`src/rtl/sprite_renderer_if.sv`:
```
// Pixel stream, game-object state and colour output of the sprite renderer.
// The game logic (master) drives the i_* signals; the renderer (slave) drives the o_* signals.
interface sprite_renderer_if;
    logic              i_frame_start;
    logic              i_valid;
    logic [9:0]        i_px;
    logic [8:0]        i_py;
    logic [1:0]        i_state;
    logic              i_is_gaming;
    logic signed [10:0] i_player_x;
    logic signed [9:0]  i_player_y;
    logic [1:0]        i_player_hp;
    logic              i_player_shield;
    logic              i_player_squat;
    logic signed [10:0] i_enemy_x;
    logic signed [9:0]  i_enemy_y;
    logic [1:0]        i_enemy_hp;
    logic              i_enemy_shield;
    logic              i_enemy_squat;
    logic signed [10:0] i_goodbullet_x;
    logic signed [9:0]  i_goodbullet_y;
    logic              i_goodbullet_ise;
    logic signed [10:0] i_badbullet_x;
    logic signed [9:0]  i_badbullet_y;
    logic              i_badbullet_ise;
    logic [7:0]        o_r;
    logic [7:0]        o_g;
    logic [7:0]        o_b;
    logic              o_valid;

    modport master (
        output i_frame_start, i_valid, i_px, i_py, i_state, i_is_gaming,
               i_player_x, i_player_y, i_player_hp, i_player_shield, i_player_squat,
               i_enemy_x, i_enemy_y, i_enemy_hp, i_enemy_shield, i_enemy_squat,
               i_goodbullet_x, i_goodbullet_y, i_goodbullet_ise,
               i_badbullet_x, i_badbullet_y, i_badbullet_ise,
        input  o_r, o_g, o_b, o_valid
    );

    modport slave (
        input  i_frame_start, i_valid, i_px, i_py, i_state, i_is_gaming,
               i_player_x, i_player_y, i_player_hp, i_player_shield, i_player_squat,
               i_enemy_x, i_enemy_y, i_enemy_hp, i_enemy_shield, i_enemy_squat,
               i_goodbullet_x, i_goodbullet_y, i_goodbullet_ise,
               i_badbullet_x, i_badbullet_y, i_badbullet_ise,
        output o_r, o_g, o_b, o_valid
    );
endinterface

```
`src/rtl/sprite_renderer.sv`:
```
// Two-stage pixel colour pipeline for a two-character shooter. Object state is
// shadowed once per frame so a frame is always drawn from one consistent snapshot.
module sprite_renderer #(
    parameter int SPR_W        = 32,
    parameter int BUL_W        = 8,
    parameter int FLASH_FRAMES = 8
) (
    input  logic             clk,
    input  logic             rst_n,
    sprite_renderer_if.slave bus
);
    typedef enum logic [1:0] {ST_START = 2'b00, ST_PLAY = 2'b01, ST_WIN = 2'b10, ST_LOSE = 2'b11} game_state_e;

    localparam int FW = $clog2(FLASH_FRAMES + 1);
    localparam logic [FW-1:0]      FLASH_LOAD = FW'(FLASH_FRAMES);
    localparam logic signed [11:0] ZERO12     = 12'sd0;
    localparam logic signed [11:0] SPR_LAST   = 12'(SPR_W - 1);
    localparam logic signed [11:0] SQ_TOP     = 12'(SPR_W / 2);
    localparam logic signed [11:0] BUL_LAST   = 12'(BUL_W - 1);

    localparam logic [23:0] C_BAD   = 24'hFF4040;
    localparam logic [23:0] C_GOOD  = 24'h40FFFF;
    localparam logic [23:0] C_PL    = 24'h2080FF;
    localparam logic [23:0] C_EN    = 24'hFFA000;
    localparam logic [23:0] C_WHITE = 24'hFFFFFF;
    localparam logic [23:0] C_HUD_F = 24'hFF0080;
    localparam logic [23:0] C_HUD_E = 24'h404040;
    localparam logic [23:0] C_BG    = 24'h101010;
    localparam logic [23:0] C_START = 24'h000080;
    localparam logic [23:0] C_WIN   = 24'h00A000;
    localparam logic [23:0] C_LOSE  = 24'hA00000;

    // Returns {hit, outline}; a squatting character loses its upper half.
    function automatic logic [1:0] char_hit(input logic signed [11:0] cx, input logic signed [11:0] cy,
                                            input logic signed [10:0] x, input logic signed [9:0] y,
                                            input logic squat);
        logic signed [11:0] dx;
        logic signed [11:0] dy;
        logic signed [11:0] top;
        logic               hit;
        logic               ring;
        dx   = cx - $signed({x[10], x});
        dy   = cy - $signed({{2{y[9]}}, y});
        top  = squat ? SQ_TOP : ZERO12;
        hit  = (dx >= ZERO12) && (dx <= SPR_LAST) && (dy >= top) && (dy <= SPR_LAST);
        ring = (dx == ZERO12) || (dx == SPR_LAST) || (dy == top) || (dy == SPR_LAST);
        return {hit, hit & ring};
    endfunction

    function automatic logic bul_hit(input logic signed [11:0] cx, input logic signed [11:0] cy,
                                     input logic signed [10:0] x, input logic signed [9:0] y,
                                     input logic ise);
        logic signed [11:0] dx;
        logic signed [11:0] dy;
        dx = cx - $signed({x[10], x});
        dy = cy - $signed({{2{y[9]}}, y});
        return ise && (dx >= ZERO12) && (dx <= BUL_LAST) && (dy >= ZERO12) && (dy <= BUL_LAST);
    endfunction

    function automatic logic in_box(input logic [9:0] px, input logic [9:0] lo);
        return (px >= lo) && (px <= lo + 10'd15);
    endfunction

    function automatic logic [FW-1:0] flash_next(input logic [FW-1:0] cnt, input logic [1:0] new_hp,
                                                 input logic [1:0] old_hp);
        logic [FW-1:0] nxt;
        if (new_hp < old_hp) begin
            nxt = FLASH_LOAD;
        end else if (cnt != '0) begin
            nxt = cnt - FW'(1);
        end else begin
            nxt = cnt;
        end
        return nxt;
    endfunction

    game_state_e        state_r;
    logic signed [10:0] pl_x_r, en_x_r, gb_x_r, bb_x_r;
    logic signed [9:0]  pl_y_r, en_y_r, gb_y_r, bb_y_r;
    logic [1:0]         pl_hp_r, en_hp_r;
    logic               pl_shield_r, pl_squat_r, en_shield_r, en_squat_r, gb_ise_r, bb_ise_r;
    logic [FW-1:0]      pl_flash_r, en_flash_r;

    logic signed [11:0] px12_s, py12_s;
    logic [1:0]         pl_t_s, en_t_s;
    logic               pl_white_s, en_white_s, hud_hit_s, hud_fill_s;

    logic               v1_r, bb_hit_r, gb_hit_r, pl_hit_r, pl_white_r, en_hit_r, en_white_r;
    logic               hud_hit_r, hud_fill_r;
    game_state_e        st1_state_r;
    logic [23:0]        colour_s;
    logic [23:0]        rgb_r;
    logic               o_valid_r;

    // Frame-start shadow of every game-object input.
    always_ff @(posedge clk or negedge rst_n) begin
        if (!rst_n) begin
            state_r     <= ST_START;
            pl_x_r      <= 11'sd0;  pl_y_r <= 10'sd0;  pl_hp_r <= 2'd3;
            pl_shield_r <= 1'b0;    pl_squat_r <= 1'b0;
            en_x_r      <= 11'sd0;  en_y_r <= 10'sd0;  en_hp_r <= 2'd3;
            en_shield_r <= 1'b0;    en_squat_r <= 1'b0;
            gb_x_r      <= 11'sd0;  gb_y_r <= 10'sd0;  gb_ise_r <= 1'b0;
            bb_x_r      <= 11'sd0;  bb_y_r <= 10'sd0;  bb_ise_r <= 1'b0;
        end else if (bus.i_frame_start) begin
            state_r     <= game_state_e'(bus.i_state);
            pl_x_r      <= bus.i_player_x;  pl_y_r <= bus.i_player_y;  pl_hp_r <= bus.i_player_hp;
            pl_shield_r <= bus.i_player_shield;  pl_squat_r <= bus.i_player_squat;
            en_x_r      <= bus.i_enemy_x;   en_y_r <= bus.i_enemy_y;   en_hp_r <= bus.i_enemy_hp;
            en_shield_r <= bus.i_enemy_shield;   en_squat_r <= bus.i_enemy_squat;
            gb_x_r      <= bus.i_goodbullet_x;  gb_y_r <= bus.i_goodbullet_y;  gb_ise_r <= bus.i_goodbullet_ise;
            bb_x_r      <= bus.i_badbullet_x;   bb_y_r <= bus.i_badbullet_y;   bb_ise_r <= bus.i_badbullet_ise;
        end else begin
            state_r <= state_r;
        end
    end

    // Hit-flash counters compare the incoming hp with the previously latched hp.
    always_ff @(posedge clk or negedge rst_n) begin
        if (!rst_n) begin
            pl_flash_r <= '0;
            en_flash_r <= '0;
        end else if (!bus.i_is_gaming) begin
            pl_flash_r <= '0;
            en_flash_r <= '0;
        end else if (bus.i_frame_start) begin
            pl_flash_r <= flash_next(pl_flash_r, bus.i_player_hp, pl_hp_r);
            en_flash_r <= flash_next(en_flash_r, bus.i_enemy_hp, en_hp_r);
        end else begin
            pl_flash_r <= pl_flash_r;
            en_flash_r <= en_flash_r;
        end
    end

    // Stage-1 hit tests against the shadowed objects.
    always_comb begin
        px12_s     = $signed({2'b00, bus.i_px});
        py12_s     = $signed({3'b000, bus.i_py});
        pl_t_s     = char_hit(px12_s, py12_s, pl_x_r, pl_y_r, pl_squat_r);
        en_t_s     = char_hit(px12_s, py12_s, en_x_r, en_y_r, en_squat_r);
        pl_white_s = (pl_t_s[0] & pl_shield_r) | (pl_t_s[1] & (pl_flash_r != '0) & pl_flash_r[1]);
        en_white_s = (en_t_s[0] & en_shield_r) | (en_t_s[1] & (en_flash_r != '0) & en_flash_r[1]);
        hud_hit_s  = 1'b0;
        hud_fill_s = 1'b0;
        for (int k = 0; k < 3; k++) begin
            hud_hit_s  = hud_hit_s | in_box(bus.i_px, 10'(8 + 24 * k)) | in_box(bus.i_px, 10'(616 - 24 * k));
            hud_fill_s = hud_fill_s
                       | (in_box(bus.i_px, 10'(8 + 24 * k))   & (2'(k) < pl_hp_r))
                       | (in_box(bus.i_px, 10'(616 - 24 * k)) & (2'(k) < en_hp_r));
        end
        hud_hit_s  = hud_hit_s  & (bus.i_py >= 9'd8) & (bus.i_py <= 9'd23);
        hud_fill_s = hud_fill_s & hud_hit_s;
    end

    // Stage-1 pipeline register.
    always_ff @(posedge clk or negedge rst_n) begin
        if (!rst_n) begin
            v1_r <= 1'b0;  st1_state_r <= ST_START;
            bb_hit_r <= 1'b0;  gb_hit_r <= 1'b0;
            pl_hit_r <= 1'b0;  pl_white_r <= 1'b0;  en_hit_r <= 1'b0;  en_white_r <= 1'b0;
            hud_hit_r <= 1'b0;  hud_fill_r <= 1'b0;
        end else begin
            v1_r <= bus.i_valid;  st1_state_r <= state_r;
            bb_hit_r <= bul_hit(px12_s, py12_s, bb_x_r, bb_y_r, bb_ise_r);
            gb_hit_r <= bul_hit(px12_s, py12_s, gb_x_r, gb_y_r, gb_ise_r);
            pl_hit_r <= pl_t_s[1];  pl_white_r <= pl_white_s;
            en_hit_r <= en_t_s[1];  en_white_r <= en_white_s;
            hud_hit_r <= hud_hit_s;  hud_fill_r <= hud_fill_s;
        end
    end

    // Stage-2 colour resolution.
    always_comb begin
        colour_s = 24'h000000;
        case (st1_state_r)
            ST_START: colour_s = C_START;
            ST_WIN:   colour_s = C_WIN;
            ST_LOSE:  colour_s = C_LOSE;
            ST_PLAY: begin
                if (bb_hit_r) begin
                    colour_s = C_BAD;
                end else if (gb_hit_r) begin
                    colour_s = C_GOOD;
                end else if (pl_hit_r) begin
                    colour_s = pl_white_r ? C_WHITE : C_PL;
                end else if (en_hit_r) begin
                    colour_s = en_white_r ? C_WHITE : C_EN;
                end else if (hud_hit_r) begin
                    colour_s = hud_fill_r ? C_HUD_F : C_HUD_E;
                end else begin
                    colour_s = C_BG;
                end
            end
            default: colour_s = 24'h000000;
        endcase
        if (!v1_r) begin
            colour_s = 24'h000000;
        end else begin
            colour_s = colour_s;
        end
    end

    // Stage-2 output register.
    always_ff @(posedge clk or negedge rst_n) begin
        if (!rst_n) begin
            rgb_r     <= 24'h000000;
            o_valid_r <= 1'b0;
        end else begin
            rgb_r     <= colour_s;
            o_valid_r <= v1_r;
        end
    end

    assign bus.o_r     = rgb_r[23:16];
    assign bus.o_g     = rgb_r[15:8];
    assign bus.o_b     = rgb_r[7:0];
    assign bus.o_valid = o_valid_r;
endmodule

```
`src/flat_wrapper.sv`:
```
// flat-port wrapper written by rule: the top's interface ports become plain ports
module sprite_renderer_flat 
#(
    parameter int SPR_W        = 32,
    parameter int BUL_W        = 8,
    parameter int FLASH_FRAMES = 8
)
  (clk, rst_n, bus_i_frame_start, bus_i_valid, bus_i_px, bus_i_py, bus_i_state, bus_i_is_gaming, bus_i_player_x, bus_i_player_y, bus_i_player_hp, bus_i_player_shield, bus_i_player_squat, bus_i_enemy_x, bus_i_enemy_y, bus_i_enemy_hp, bus_i_enemy_shield, bus_i_enemy_squat, bus_i_goodbullet_x, bus_i_goodbullet_y, bus_i_goodbullet_ise, bus_i_badbullet_x, bus_i_badbullet_y, bus_i_badbullet_ise, bus_o_r, bus_o_g, bus_o_b, bus_o_valid);
  sprite_renderer_if bus_i ();
  input  logic clk;
  input  logic rst_n;
  input wire logic [$bits(bus_i.i_frame_start)-1:0] bus_i_frame_start;
  input wire logic [$bits(bus_i.i_valid)-1:0] bus_i_valid;
  input wire logic [$bits(bus_i.i_px)-1:0] bus_i_px;
  input wire logic [$bits(bus_i.i_py)-1:0] bus_i_py;
  input wire logic [$bits(bus_i.i_state)-1:0] bus_i_state;
  input wire logic [$bits(bus_i.i_is_gaming)-1:0] bus_i_is_gaming;
  input wire logic [$bits(bus_i.i_player_x)-1:0] bus_i_player_x;
  input wire logic [$bits(bus_i.i_player_y)-1:0] bus_i_player_y;
  input wire logic [$bits(bus_i.i_player_hp)-1:0] bus_i_player_hp;
  input wire logic [$bits(bus_i.i_player_shield)-1:0] bus_i_player_shield;
  input wire logic [$bits(bus_i.i_player_squat)-1:0] bus_i_player_squat;
  input wire logic [$bits(bus_i.i_enemy_x)-1:0] bus_i_enemy_x;
  input wire logic [$bits(bus_i.i_enemy_y)-1:0] bus_i_enemy_y;
  input wire logic [$bits(bus_i.i_enemy_hp)-1:0] bus_i_enemy_hp;
  input wire logic [$bits(bus_i.i_enemy_shield)-1:0] bus_i_enemy_shield;
  input wire logic [$bits(bus_i.i_enemy_squat)-1:0] bus_i_enemy_squat;
  input wire logic [$bits(bus_i.i_goodbullet_x)-1:0] bus_i_goodbullet_x;
  input wire logic [$bits(bus_i.i_goodbullet_y)-1:0] bus_i_goodbullet_y;
  input wire logic [$bits(bus_i.i_goodbullet_ise)-1:0] bus_i_goodbullet_ise;
  input wire logic [$bits(bus_i.i_badbullet_x)-1:0] bus_i_badbullet_x;
  input wire logic [$bits(bus_i.i_badbullet_y)-1:0] bus_i_badbullet_y;
  input wire logic [$bits(bus_i.i_badbullet_ise)-1:0] bus_i_badbullet_ise;
  output wire logic [$bits(bus_i.o_r)-1:0] bus_o_r;
  output wire logic [$bits(bus_i.o_g)-1:0] bus_o_g;
  output wire logic [$bits(bus_i.o_b)-1:0] bus_o_b;
  output wire logic [$bits(bus_i.o_valid)-1:0] bus_o_valid;
  assign bus_i.i_frame_start = bus_i_frame_start;
  assign bus_i.i_valid = bus_i_valid;
  assign bus_i.i_px = bus_i_px;
  assign bus_i.i_py = bus_i_py;
  assign bus_i.i_state = bus_i_state;
  assign bus_i.i_is_gaming = bus_i_is_gaming;
  assign bus_i.i_player_x = bus_i_player_x;
  assign bus_i.i_player_y = bus_i_player_y;
  assign bus_i.i_player_hp = bus_i_player_hp;
  assign bus_i.i_player_shield = bus_i_player_shield;
  assign bus_i.i_player_squat = bus_i_player_squat;
  assign bus_i.i_enemy_x = bus_i_enemy_x;
  assign bus_i.i_enemy_y = bus_i_enemy_y;
  assign bus_i.i_enemy_hp = bus_i_enemy_hp;
  assign bus_i.i_enemy_shield = bus_i_enemy_shield;
  assign bus_i.i_enemy_squat = bus_i_enemy_squat;
  assign bus_i.i_goodbullet_x = bus_i_goodbullet_x;
  assign bus_i.i_goodbullet_y = bus_i_goodbullet_y;
  assign bus_i.i_goodbullet_ise = bus_i_goodbullet_ise;
  assign bus_i.i_badbullet_x = bus_i_badbullet_x;
  assign bus_i.i_badbullet_y = bus_i_badbullet_y;
  assign bus_i.i_badbullet_ise = bus_i_badbullet_ise;
  assign bus_o_r = bus_i.o_r;
  assign bus_o_g = bus_i.o_g;
  assign bus_o_b = bus_i.o_b;
  assign bus_o_valid = bus_i.o_valid;
  sprite_renderer #(.SPR_W(SPR_W), .BUL_W(BUL_W), .FLASH_FRAMES(FLASH_FRAMES)) u_core (.clk(clk), .rst_n(rst_n), .bus(bus_i));
endmodule
```
`config.mk`:
```
export PLATFORM = sky130hd
export DESIGN_NAME = sprite_renderer_flat
export DESIGN_NICKNAME = d
export VERILOG_FILES = /design/src/rtl/sprite_renderer_if.sv /design/src/rtl/sprite_renderer.sv /design/src/flat_wrapper.sv
export SDC_FILE = /design/constraint.sdc
export NUM_CORES = 1
export LEC_CHECK = 0
export ABC_AREA = 0
export CORE_ASPECT_RATIO = 1.25
export CORE_UTILIZATION = 45
export CTS_CLUSTER_SIZE = 16
export DETAILED_ROUTE_END_ITERATION = 16
export MAX_ROUTING_LAYER = met4
export PLACE_DENSITY_LB_ADDON = 0.05
export REMOVE_ABC_BUFFERS = 1
export SLEW_MARGIN = 20
export SYNTH_ARGS = -nofsm -noshare
export SYNTH_HDL_FRONTEND = slang
export SYNTH_SLANG_ARGS = --single-unit
```
`constraint.sdc`:
```
create_clock -name clk -period 7 [get_ports clk]
set_input_delay 1.05 -clock clk [delete_from_list [all_inputs] [get_ports clk]]
set_output_delay 1.05 -clock clk [all_outputs]
set_load 0.01 [all_outputs]
```
-- Word-level counts from Yosys, hierarchy flattened
Cells that the tools add are included.
Widths: inputs -> output; s select.
- register bits after elaboration: 140
- input port bits: 120
- output and inout bits: 25
- logic and storage cells: 173
- add/subtract/negate cells: 10
- order comparisons: 38
- equal/unequal tests: 12
- muxes and demuxes: 20
- bitwise logic cells: 29
- reductions and logical operators: 33
- operator list (kind ; count):
    $mux 24 ; 8
    $pmux 24 s4 ; 1
    $ge 12x1->1 const B ; 6
    $eq 12x6->1 const B ; 4
    $le 12x4->1 const B ; 4
    $le 12x6->1 const B ; 4
    $sub 11x11->12 ; 4
    $sub 10x10->11 ; 4
    $mux 4 ; 8
    $ge 10x10->1 const B ; 3
    $le 10x10->1 const B ; 3
    $eq 12x12->1 ; 2
    $ge 12x12->1 ; 2
    $logic_not 12->1 ; 2
    $ge 10x6->1 const B ; 2
    $logic_and 1x1->1 ; 20
    $and 1x1->1 ; 17
    $mux 15 ; 1
    $or 1x1->1 ; 12
    $ge 10x4->1 const B ; 1
    $le 10x5->1 const B ; 1
    $le 10x6->1 const B ; 1
    $le 10x7->1 const B ; 1
    $mux 5 ; 2
    14 further kinds ; 29

-- Longest topological paths before layout
Gate-level depths: netlist (run 1).
- depth in word-level cells: 10
- depth in mapped cells: 16
- depth with buffers taken out: 15

-- Least setup slack after synthesis (run 1)
OpenSTA, ideal clock, no wires.
- kind: input to register
- from: input bus_i_py[0]
- to: register u_core.pl_white_r
- setup time: 0.101 ns
- data arrival time: 3.723 ns
- data required time: 6.899 ns
- slack: 3.176 ns
- stages on the path: 15
- buffers on the path: 0
- cells stage by stage: inv_1 > ha_1 > inv_1 > fa_1 > a21o_1 > a21oi_1 > xor2_1 > ha_1 > nand2_1 > nor3_1 > o21ai_0 > a2111oi_0 > nor4bb_1 > nand4_1 > nor4_1
- word-level cells in the longest chain between the ends: 7
- ends and longest elaborated chain (what ; RTL line ; RTL):
    start, declared ; flat_wrapper.sv:15 ; input wire logic [$bits(bus_i.i_py)-1:0] bus_i_py;
    $sub 10x10->11 * ; sprite_renderer.sv:43 ; dy = cy - $signed({{2{y[9]}}, y});
    $ge 12x12->1 or $eq 12x12->1 (tied branches) ; sprite_renderer.sv:45, sprite_renderer.sv:46 ;
    $logic_and 1x1->1 or $logic_or 1x1->1 (tied branches) (2 in a row) ; sprite_renderer.sv:45, sprite_renderer.sv:46 ;
    $and 1x1->1 (on tied branches) ; sprite_renderer.sv:47, sprite_renderer.sv:141 ;
    $and 1x1->1 ; sprite_renderer.sv:141 ; pl_white_s = (pl_t_s[0] & pl_shield_r) | (pl_t_s[1] & (pl_flash_r != '0) & pl_flash_r[1]);
    $or 1x1->1 * ; sprite_renderer.sv:141 ;
    net u_core.pl_white_s ; sprite_renderer.sv:86 ; logic pl_white_s, en_white_s, hud_hit_s, hud_fill_s;
    end signal, assigned ; sprite_renderer.sv:166 ; pl_hit_r <= pl_t_s[1]; pl_white_r <= pl_white_s;
    end, declared ; sprite_renderer.sv:88 ; logic v1_r, bb_hit_r, gb_hit_r, pl_hit_r, pl_white_r, en_hit_r, en_white_r;
Mark *: on every way through the listed nets, which the timed path passes. The rest lies on a longest branch.
A chain may end at the register's enable or synchronous reset.

-- Worst setup path in the final report (run 1)
- from: input bus_i_py[1]
- to: register u_core.pl_white_r
The elaborated chain is that of the path after synthesis.

==> results of run 1 <==
-- synthesized netlist by cell type, types with 8 or more instances --
master,n
sky130_fd_sc_hd__buf_1,11
sky130_fd_sc_hd__fa_1,8
sky130_fd_sc_hd__nand4_1,8
sky130_fd_sc_hd__dfrtp_1,126
sky130_fd_sc_hd__ha_1,84
sky130_fd_sc_hd__inv_1,103
sky130_fd_sc_hd__buf_4,10
sky130_fd_sc_hd__o21a_1,17
sky130_fd_sc_hd__nand2b_1,17
sky130_fd_sc_hd__xor2_1,13
sky130_fd_sc_hd__nor2_1,61
sky130_fd_sc_hd__clkbuf_1,14
sky130_fd_sc_hd__a211oi_1,10
sky130_fd_sc_hd__mux2_2,28
sky130_fd_sc_hd__o21ai_0,122
sky130_fd_sc_hd__nand3_1,15
sky130_fd_sc_hd__xnor2_1,14
sky130_fd_sc_hd__nand2_1,104
sky130_fd_sc_hd__a21o_1,9
sky130_fd_sc_hd__a21oi_1,46
sky130_fd_sc_hd__nor3_1,32
sky130_fd_sc_hd__nor2b_1,18
-- per-layer routing --
layer,vias up,share of wire,track usage
met3,19,0.034,0.0365
li1,3838,-,-
met5,-,0,-
met4,0,0.012,0.0567
met2,157,0.47,0.376
met1,3561,0.48,0.300
-- registers in the layout, indices dropped and copies added, names as in the netlist, 4 cells and up --
| register | flops |
|---|---|
| u_core.rgb_r | 14 |
| u_core.gb_y_r | 10 |
| u_core.en_flash_r | 4 |
| u_core.bb_x_r | 11 |
| u_core.pl_y_r | 10 |
| u_core.en_y_r | 10 |
| u_core.gb_x_r | 11 |
| u_core.pl_x_r | 11 |
| u_core.bb_y_r | 10 |
| u_core.en_x_r | 11 |
| u_core.pl_flash_r | 4 |
-- worst max-delay path by stage --
| stage | from | cells after the start | to |
|---|---|---|---|
| 2_1_floorplan | bus_i_py[0] | 15 | u_core.pl_white_r$_DFF_PN0_ |
| 6_report | bus_i_py[1] | 13 | u_core.pl_white_r$_DFF_PN0_ |
| 5_1_grt | bus_i_py[1] | 13 | u_core.pl_white_r$_DFF_PN0_ |
| 3_3_place_gp | bus_i_py[1] | 13 | u_core.pl_white_r$_DFF_PN0_ |
| 4_1_cts | bus_i_py[1] | 13 | u_core.pl_white_r$_DFF_PN0_ |
| 3_5_place_dp | bus_i_py[1] | 13 | u_core.pl_white_r$_DFF_PN0_ |
-- layout make-up --
type	count	area [sq um]	share of cell area
Clock inverter	13	103	0.00921
Tap cell	265	332	0.0298
Timing Repair Buffer	146	1460	0.131
Clock buffer	19	453	0.0406
Multi-Input combinational cell	744	5160	0.463
Sequential cell	130	3260	0.292
Inverter	103	387	0.0347
-- through the flow --
step                      utilization  hold WS [ns]  cell area, sq um
after floorplan                     -         0.350              8800
after global placement          0.544         0.356             10600
after detailed placement        0.544         0.360             10600
after CTS                       0.572         0.374             11100
after global routing            0.572         0.383             11100
final                           0.572         0.371             11100
-- worst max-delay path: stages --
cell and delay, ns:
sky130_fd_sc_hd__clkdlybuf4s50_1 0.67, sky130_fd_sc_hd__fa_1 0.58, sky130_fd_sc_hd__a21o_1 0.17, sky130_fd_sc_hd__a21oi_1 0.16, sky130_fd_sc_hd__xor2_1 0.11, sky130_fd_sc_hd__ha_1 0.28, sky130_fd_sc_hd__nand2_1 0.05, sky130_fd_sc_hd__nor3_1 0.11
sky130_fd_sc_hd__o21ai_0 0.16, sky130_fd_sc_hd__a2111oi_0 0.42, sky130_fd_sc_hd__nor4bb_1 0.34, sky130_fd_sc_hd__nand4_1 0.17, sky130_fd_sc_hd__nor4_1 0.30
-- kinds of logic after synthesis --
logic type	synth area share
AND/OR/NAND/NOR	0.168
AO/OA/AOI/OAI	0.203
buffers and inverters	0.0625
flip-flops	0.363
adder cells (fa/ha/maj)	0.135
multiplexers	0.0418
XOR/XNOR	0.0263
-- power groups by stage --
stage / logic [mW] / registers (mW) / clock network [mW]
floorplan: 0.446 / 0.852 / 0
global placement: 0.663 / 0.860 / 0
detailed placement: 0.669 / 0.861 / 0
CTS: 0.675 / 0.847 / 0.856
global route: 0.765 / 0.854 / 0.888
finish: 0.674 / 0.847 / 0.837
==> results_tabular.tex, run 1 <==
\begin{tabular}{lr}
\hline
Metric & Value \\
\hline
\multicolumn{2}{l}{\textbf{STA}} \\
\quad Tightest Pin Transition & approximately 0.97 ns \\
\quad Post-layout minimum cycle time & approximately 4.3 ns \\
\quad Worst slew margin relative to its limit & 0.355 \\
\quad RSZ-0062 raised after global routing & no \\
\quad Final clock period utilization by the worst path & 0.608 \\
\quad Slew Viols, Final & 0 \\
\quad Minimum setup slack in the final design & 2.74 ns \\
\quad Final hold viol count & 0 \\
\quad Summed negative setup slack over all endpoints & 0 ns \\
\quad Number of setup violations in the final report & 0 \\
\quad Worst Clk Skew & 0.00658 ns \\
\quad Highest attainable clock frequency & 235 MHz \\
\multicolumn{2}{l}{\textbf{Synthesis}} \\
\quad Yosys synthesis warning count & 0 \\
\quad Post-Syn Instances & 1013 \\
\quad Area of the mapped netlist & 8970 sq um \\
\quad Cell types with the largest area share after synthesis & sky130\_fd\_sc\_hd\_\_dfrtp\_1 35\%, sky130\_fd\_sc\_hd\_\_ha\_1 12\%, sky130\_fd\_sc\_hd\_\_o21ai\_0 6.8\% \\
\quad Area leader, netlist & sky130\_fd\_sc\_hd\_\_dfrtp\_1 \\
\quad Top-area cell type share of the netlist area & 0.351 \\
\quad Most used flip-flop cell after synthesis & sky130\_fd\_sc\_hd\_\_dfrtp\_1 \\
\quad Post-synthesis area per instance & between 8 and 9 sq um \\
\quad Post-synth ARST share & 1.00 \\
\quad Netlist cell types & 80 \\
\quad Register bit count reported by yosys & 130 \\
\quad Number of flops mapped to enable cells by yosys & 0 \\
\quad Proportion of synthesized chip area in sequential cells & 0.363 \\
\multicolumn{2}{l}{\textbf{Drt}} \\
\quad Aggregate routed wire length & about 22 mm \\
\quad Avg Vias per Cell & between 5 and 6 \\
\quad Count of unresolved DRC violations after routing & 0 \\
\quad First-pass iteration count of the detailed router & 5 \\
\quad Wire length per cell after detailed routing & 15.4 um \\
\quad Total vias in the final route & 7575 \\
\quad Initial drt markers & 347 \\
\quad Antenna Nets Post-Route & 0 \\
\multicolumn{2}{l}{\textbf{Clock network}} \\
\quad Clock sink count & 130 \\
\quad Number of hold-repair buffers added at the cts stage & 0 \\
\quad TritonCTS clock tree & done \\
\quad Buffer cell driving the clock tree root & sky130\_fd\_sc\_hd\_\_clkbuf\_16 \\
\quad Number of buffers between clock root and the deepest sink & 2 \\
\quad Clock input transition at the sequential cells of the worst setup and hold paths & 0.06 ns \\
\quad Clock network latency to the later pin of the worst-skew pair & approximately 0.42 ns \\
\quad H-Tree Level Count & 4 \\
\quad Post-CTS setup buffers & 0 \\
\quad CTS-repair resized insts & 0 \\
\quad Inserted Clock Buffers & 17 \\
\multicolumn{2}{l}{\textbf{Power}} \\
\quad Int Power & about 1.6 mW \\
\quad Sequential fraction of design power & 0.359 \\
\quad Switching Share & 0.323 \\
\quad Power share of the combinational group & 0.286 \\
\quad Reported net switching power & 0.761 mW \\
\quad Reported leakage power & 4.86 nW \\
\quad Maximum VDD drop & 0.000177 V \\
\quad Power density over the cells & around 210 nW/um\^{}2 \\
\quad Power consumption & around 2.4 mW \\
\quad Clock power frac & 0.355 \\
\multicolumn{2}{l}{\textbf{Finish}} \\
\quad Synthesis-to-finish area growth & 24.2\% \\
\quad Most common cell after layout, fill and taps aside & sky130\_fd\_sc\_hd\_\_clkdlybuf4s50\_1 \\
\quad Leading cell types in the layout, fill and taps excluded & 142 x sky130\_fd\_sc\_hd\_\_clkdlybuf4s50\_1, 126 x sky130\_fd\_sc\_hd\_\_dfrtp\_1, 122 x sky130\_fd\_sc\_hd\_\_o21ai\_0 \\
\quad Number of cells in the finished layout apart from fillers & 1420 \\
\quad N\_diodes & 0 \\
\quad Number of nets in the layout & 1354 \\
\quad Filler cell count & 1795 \\
\quad Ratio of cells with drive above 1 in the final layout & 0.0727 \\
\multicolumn{2}{l}{\textbf{GRT}} \\
\quad Wire length of the first global-routing pass & about 36 mm \\
\quad Number of antenna violations at the first check in global routing & 0 \\
\quad Maximum number of pins on one net before global-route repair & between 90 and 100 \\
\quad Total track usage & 0.231 \\
\quad Final global-route overflow total & 0 \\
\quad Number of global-route vias before repair & 7202 \\
\multicolumn{2}{l}{\textbf{Die}} \\
\quad Number of placed I/O pins & around 150 \\
\quad Die extent in x & 128 um \\
\quad Die span in y & roughly 160 um \\
\quad Core area & 19500 sq um \\
\quad Initial standard-cell utilization of the core & 0.461 \\
\quad Die outline area & 20500 sq um \\
\quad Number of core rows & 57 \\
\multicolumn{2}{l}{\textbf{Min path}} \\
\quad Worst Hold Endpoint & u\_core.st1\_state\_r[0]\$\_DFF\_PN0\_ \\
\quad Number of cells traversed by the worst hold path & 0 \\
\quad Hold path startpoint & u\_core.state\_r[0]\$\_DFFE\_PN0P\_ \\
\quad Class of the tightest hold or removal check & reg -> reg \\
\multicolumn{2}{l}{\textbf{Worst setup path}} \\
\quad End of the worst register-to-register path & u\_core.pl\_white\_r\$\_DFF\_PN0\_ \\
\quad Worst setup path class & in -> reg \\
\quad Start of the worst register-to-register path & u\_core.pl\_y\_r[0]\$\_DFFE\_PN0P\_ \\
\quad Crit path DAT & 4.58 ns \\
\quad Kind of launch point of the worst setup path & primary input \\
\quad Required arrival time at the worst endpoint & $\sim$7.3 ns \\
\quad Top fanout value on the critical path & 8 \\
\quad Slack of the worst reg-to-reg path & 3.65 ns \\
\quad Crit. End Element & flip-flop \\
\quad Reg2reg path depth & 14 \\
\multicolumn{2}{l}{\textbf{Status}} \\
\quad Run status & finished, final reports clean \\
\multicolumn{2}{l}{\textbf{Place}} \\
\quad Estimated wirelength of the detail-placed design & 16.5 mm \\
\quad Worst setup slack before clock tree synthesis & 2.36 ns \\
\quad Last weighted congestion value of the routability-driven placer & 0.867 \\
\quad Count of input and output buffers & 144 \\
\quad Placed Instances & 1388 \\
\multicolumn{2}{l}{\textbf{Run}} \\
\quad \# Max-Cap Violations & 0 \\
\hline
\end{tabular}
Note: power is estimated with default switching activity, not from simulation.
==> inputs of run 2 (changes only) <==
==> constraint.sdc (replaced) <==
create_clock -name clk -period 4.07 [get_ports clk]
set_input_delay 0.6105 -clock clk [delete_from_list [all_inputs] [get_ports clk]]
set_output_delay 0.6105 -clock clk [all_outputs]
set_load 0.01 [all_outputs]
==> run 2 against run 1 <==
  * Sequential share of layout area fell by 0.59 points
  * Clock-buffer cell count down 1
  * Critical path type unchanged
  * Cell area up 2.0%
  * Non-clock buffer count grew 17
  * Sequential power is 72% higher
  * Via count down 0.20%
  * Combinational power rose by 74%
  * Final cell count rose by 1.2%
  * Wire length rose by 0.39%
  * Die area is the same
==> results_tabular.tex, run 2 (synthesis results as in run 1) <==
\begin{tabular}{lr}
\hline
Metric & Value \\
\hline
\multicolumn{2}{l}{\textbf{Status}} \\
\quad Run status & finished, final reports clean (unchanged) \\
\multicolumn{2}{l}{\textbf{Worst setup path}} \\
\quad Reg2reg path depth & 14 (unchanged) \\
\quad Start of the worst register-to-register path & u\_core.pl\_y\_r[0]\$\_DFFE\_PN0P\_ (unchanged) \\
\quad Required arrival time at the worst endpoint & 4.38 ns (was 7.32 ns) \\
\quad Crit. End Element & flip-flop (unchanged) \\
\quad Cell at the slowest stage of the critical path & sky130\_fd\_sc\_hd\_\_clkdlybuf4s50\_1 (unchanged) \\
\quad Crit path DAT & 3.98 ns (was 4.58 ns) \\
\quad End of the worst register-to-register path & u\_core.pl\_white\_r\$\_DFF\_PN0\_ (unchanged) \\
\quad Worst setup path class & in -> reg (unchanged) \\
\quad Slack of the worst reg-to-reg path & 0.72 ns (was 3.65 ns) \\
\quad Kind of launch point of the worst setup path & primary input (unchanged) \\
\quad Top fanout value on the critical path & 2 (was 8) \\
\quad CP cell instances & clkdlybuf4s50\_1 > inv\_1 > ha\_1 > inv\_1 > fa\_1 > a21o\_1 > a21oi\_1 > xor2\_1 > ha\_1 > nand2\_1 > nor3\_1 > o21ai\_0 > a2111oi\_0 > nor4bb\_1 > nand4\_1 > nor4\_1 (was clkdlybuf4s50\_1 > fa\_1 > a21o\_1 > a21oi\_1 > xor2\_1 > ha\_1 > nand2\_1 > nor3\_1 > o21ai\_0 > a2111oi\_0 > nor4bb\_1 > nand4\_1 > nor4\_1) \\
\quad Largest stage delay on the critical path & 0.41 ns (was 0.67 ns) \\
\multicolumn{2}{l}{\textbf{GRT}} \\
\quad Final global-route overflow total & 0 (unchanged) \\
\quad Number of global-route vias before repair & 7161 (was 7202) \\
\quad Wire length of the first global-routing pass & 35.7 mm (was 36.2 mm) \\
\quad Total track usage & 0.229 (was 0.231) \\
\quad Number of antenna violations at the first check in global routing & 0 (unchanged) \\
\quad Maximum number of pins on one net before global-route repair & 92 (was 94) \\
\multicolumn{2}{l}{\textbf{Place}} \\
\quad Last weighted congestion value of the routability-driven placer & 0.872 (was 0.867) \\
\quad Count of input and output buffers & 144 (unchanged) \\
\quad Worst setup slack before clock tree synthesis & 0.00354 ns (was 2.36 ns) \\
\quad Estimated wirelength of the detail-placed design & 16.8 mm (was 16.5 mm) \\
\multicolumn{2}{l}{\textbf{Min path}} \\
\quad Class of the tightest hold or removal check & in -> async (was reg -> reg) \\
\multicolumn{2}{l}{\textbf{Clock network}} \\
\quad CTS-repair resized insts & 0 (unchanged) \\
\quad Clock input transition at the sequential cells of the worst setup and hold paths & 0.06 ns (about the same) \\
\quad Number of hold-repair buffers added at the cts stage & 0 (unchanged) \\
\quad TritonCTS clock tree & done (unchanged) \\
\quad Clock sink count & 130 (unchanged) \\
\quad H-Tree Level Count & 4 (unchanged) \\
\quad Buffer cell driving the clock tree root & sky130\_fd\_sc\_hd\_\_clkbuf\_16 (unchanged) \\
\quad Post-CTS setup buffers & 0 (unchanged) \\
\quad Clock network latency to the later pin of the worst-skew pair & 0.42 ns (about the same) \\
\quad Inserted Clock Buffers & 17 (unchanged) \\
\quad Number of buffers between clock root and the deepest sink & 2 (unchanged) \\
\multicolumn{2}{l}{\textbf{Finish}} \\
\quad N\_diodes & 0 (unchanged) \\
\quad Leading cell types in the layout, fill and taps excluded & 142 x sky130\_fd\_sc\_hd\_\_clkdlybuf4s50\_1, 126 x sky130\_fd\_sc\_hd\_\_dfrtp\_1, 122 x sky130\_fd\_sc\_hd\_\_o21ai\_0 (unchanged) \\
\quad Multi-input logic area & 5160 sq um (unchanged) \\
\quad Number of nets in the layout & 1371 (was 1354) \\
\quad Number of flip-flops in the largest register & 14 (unchanged) \\
\quad Register Area & 3260 sq um (unchanged) \\
\quad Most common cell after layout, fill and taps aside & sky130\_fd\_sc\_hd\_\_clkdlybuf4s50\_1 (unchanged) \\
\quad Filler cell count & 1791 (was 1795) \\
\quad Synthesis-to-finish area growth & 26.7\% (was 24.2\%) \\
\quad Reg with most FFs & u\_core.rgb\_r (unchanged) \\
\quad Ratio of cells with drive above 1 in the final layout & 0.0862 (was 0.0727) \\
\multicolumn{2}{l}{\textbf{Power}} \\
\quad Maximum VDD drop & 0.000313 V (was 0.000177 V) \\
\quad Power density over the cells & 378 nW/um\^{}2 (was 212 nW/um\^{}2) \\
\quad Switching Share & 0.304 (was 0.323) \\
\quad Sequential fraction of design power & 0.339 (was 0.359) \\
\quad Int Power & 2.99 mW (was 1.60 mW) \\
\quad Clock power frac & 0.388 (was 0.355) \\
\quad Power consumption & 4.30 mW (was 2.36 mW) \\
\quad Power share of the combinational group & 0.273 (was 0.286) \\
\quad Reported leakage power & 5.00 nW (was 4.86 nW) \\
\quad Reported net switching power & 1.30 mW (was 0.761 mW) \\
\multicolumn{2}{l}{\textbf{Die}} \\
\quad Number of core rows & 57 (unchanged) \\
\quad Number of placed I/O pins & 145 (unchanged) \\
\quad Die outline area & 20500 sq um (unchanged) \\
\quad Initial standard-cell utilization of the core & 0.461 (unchanged) \\
\quad Core area & 19500 sq um (unchanged) \\
\quad Die extent in x & 128 um (unchanged) \\
\quad Die span in y & 160 um (unchanged) \\
\multicolumn{2}{l}{\textbf{Drt}} \\
\quad First-pass iteration count of the detailed router & 5 (unchanged) \\
\quad Antenna Nets Post-Route & 0 (unchanged) \\
\quad Aggregate routed wire length & 22.0 mm (was 21.9 mm) \\
\quad Total vias in the final route & 7560 (was 7575) \\
\quad Wire length per cell after detailed routing & 15.3 um (was 15.4 um) \\
\quad Count of unresolved DRC violations after routing & 0 (unchanged) \\
\quad Initial drt markers & 469 (was 347) \\
\quad Avg Vias per Cell & 5.26 (was 5.33) \\
\multicolumn{2}{l}{\textbf{STA}} \\
\quad Final hold viol count & 0 (unchanged) \\
\quad RSZ-0062 raised after global routing & no (unchanged) \\
\quad Summed negative setup slack over all endpoints & 0 ns (unchanged) \\
\quad Worst slew margin relative to its limit & 0.426 (was 0.355) \\
\quad Tightest Pin Transition & 0.860 ns (was 0.968 ns) \\
\quad Post-layout minimum cycle time & 3.67 ns \\
\quad Worst Clk Skew & 0.00898 ns (was 0.00658 ns) \\
\quad Final hold slack & 0.255 ns (was 0.371 ns) \\
\quad Number of setup violations in the final report & 0 (unchanged) \\
\quad Minimum setup slack in the final design & 0.402 ns (was 2.74 ns) \\
\quad Slew Viols, Final & 0 (unchanged) \\
\quad Final clock period utilization by the worst path & 0.901 \\
\quad Highest attainable clock frequency & approximately 270 MHz \\
\multicolumn{2}{l}{\textbf{Run}} \\
\quad \# Max-Cap Violations & 0 (unchanged) \\
\hline
\end{tabular}
run 2: cell count changes in the layout (fill, tap and decap cells not counted), sizes merged:
cell | before | now
buf | 4 | 21
bufinv | 0 | 4
clkbuf | 19 | 18
clkinvlp | 6 | 3
run 2: through the flow:
step / cells / util / cell area, sq um
3_5_place_dp: 1405 / 0.551 / 10700
2_1_floorplan: 977 / - / 8800
5_1_grt: 1437 / 0.584 / 11400
3_3_place_gp: 1405 / 0.551 / 10700
6_report: 1437 / 0.584 / 11400
4_1_cts: 1437 / 0.584 / 11400
run 2: final cells by class:
type	count	area share
inverters	103	0.0340
clock buffers	18	0.0386
flip-flops and latches	130	0.287
repair buffers	163	0.140
well taps	265	0.0292
clock inverters	14	0.0179
multi-input cells	744	0.453
run 2: critical path: cells and delay by family:
family                   cells  cell delay, ns
adder cells (fa/ha/maj)      3            0.83
AND/OR/NAND/NOR              5            0.98
XOR/XNOR                     1            0.11
buffers and inverters        3            0.54
AO/OA/AOI/OAI                4            0.90
run 2: power groups by stage:
| stage | sequential [mW] | combinational, mW | clock (mW) |
|---|---|---|---|
| global route | 1.47 | 1.32 | 1.75 |
| finish | 1.46 | 1.17 | 1.66 |
| floorplan | 1.46 | 0.766 | 0 |
| global placement | 1.48 | 1.15 | 0 |
| CTS | 1.46 | 1.18 | 1.70 |
| detailed placement | 1.48 | 1.16 | 0 |
run 2: worst max-delay path by stage:
stage                           start                           to  slack [ns]  cells past startpoint
after floorplan           bus_i_py[0]  u_core.pl_white_r$_DFF_PN0_        0.69                     15
final                     bus_i_py[0]  u_core.pl_white_r$_DFF_PN0_        0.40                     16
after CTS                 bus_i_py[0]  u_core.pl_white_r$_DFF_PN0_        0.42                     16
after detailed placement  bus_i_py[0]  u_core.pl_white_r$_DFF_PN0_       0.004                     16
after global placement    bus_i_py[0]  u_core.pl_white_r$_DFF_PN0_        0.09                     16
after global routing      bus_i_py[0]  u_core.pl_white_r$_DFF_PN0_        0.22                     16
run 2: metal layers:
metal  vias to the layer above  track usage  wire length (um)
li1                       3883            -                 -
met1                      3508        0.299             10500
met2                       153        0.370             10400
met3                        16       0.0342               823
met4                         0       0.0594               255
met5                         -            -                 0
==> inputs of run 3 (changes only) <==
--- a/config.mk
+++ b/config.mk
@@ -6,6 +6,7 @@
 export NUM_CORES = 1
 export LEC_CHECK = 0
 export ABC_AREA = 0
+export ABC_CLOCK_PERIOD_IN_PS = 4070
 export CORE_ASPECT_RATIO = 1.25
 export CORE_UTILIZATION = 45
 export CTS_CLUSTER_SIZE = 16
==> results of run 3 <==
Final layout, timing and power as in run 2 (identical DEF).
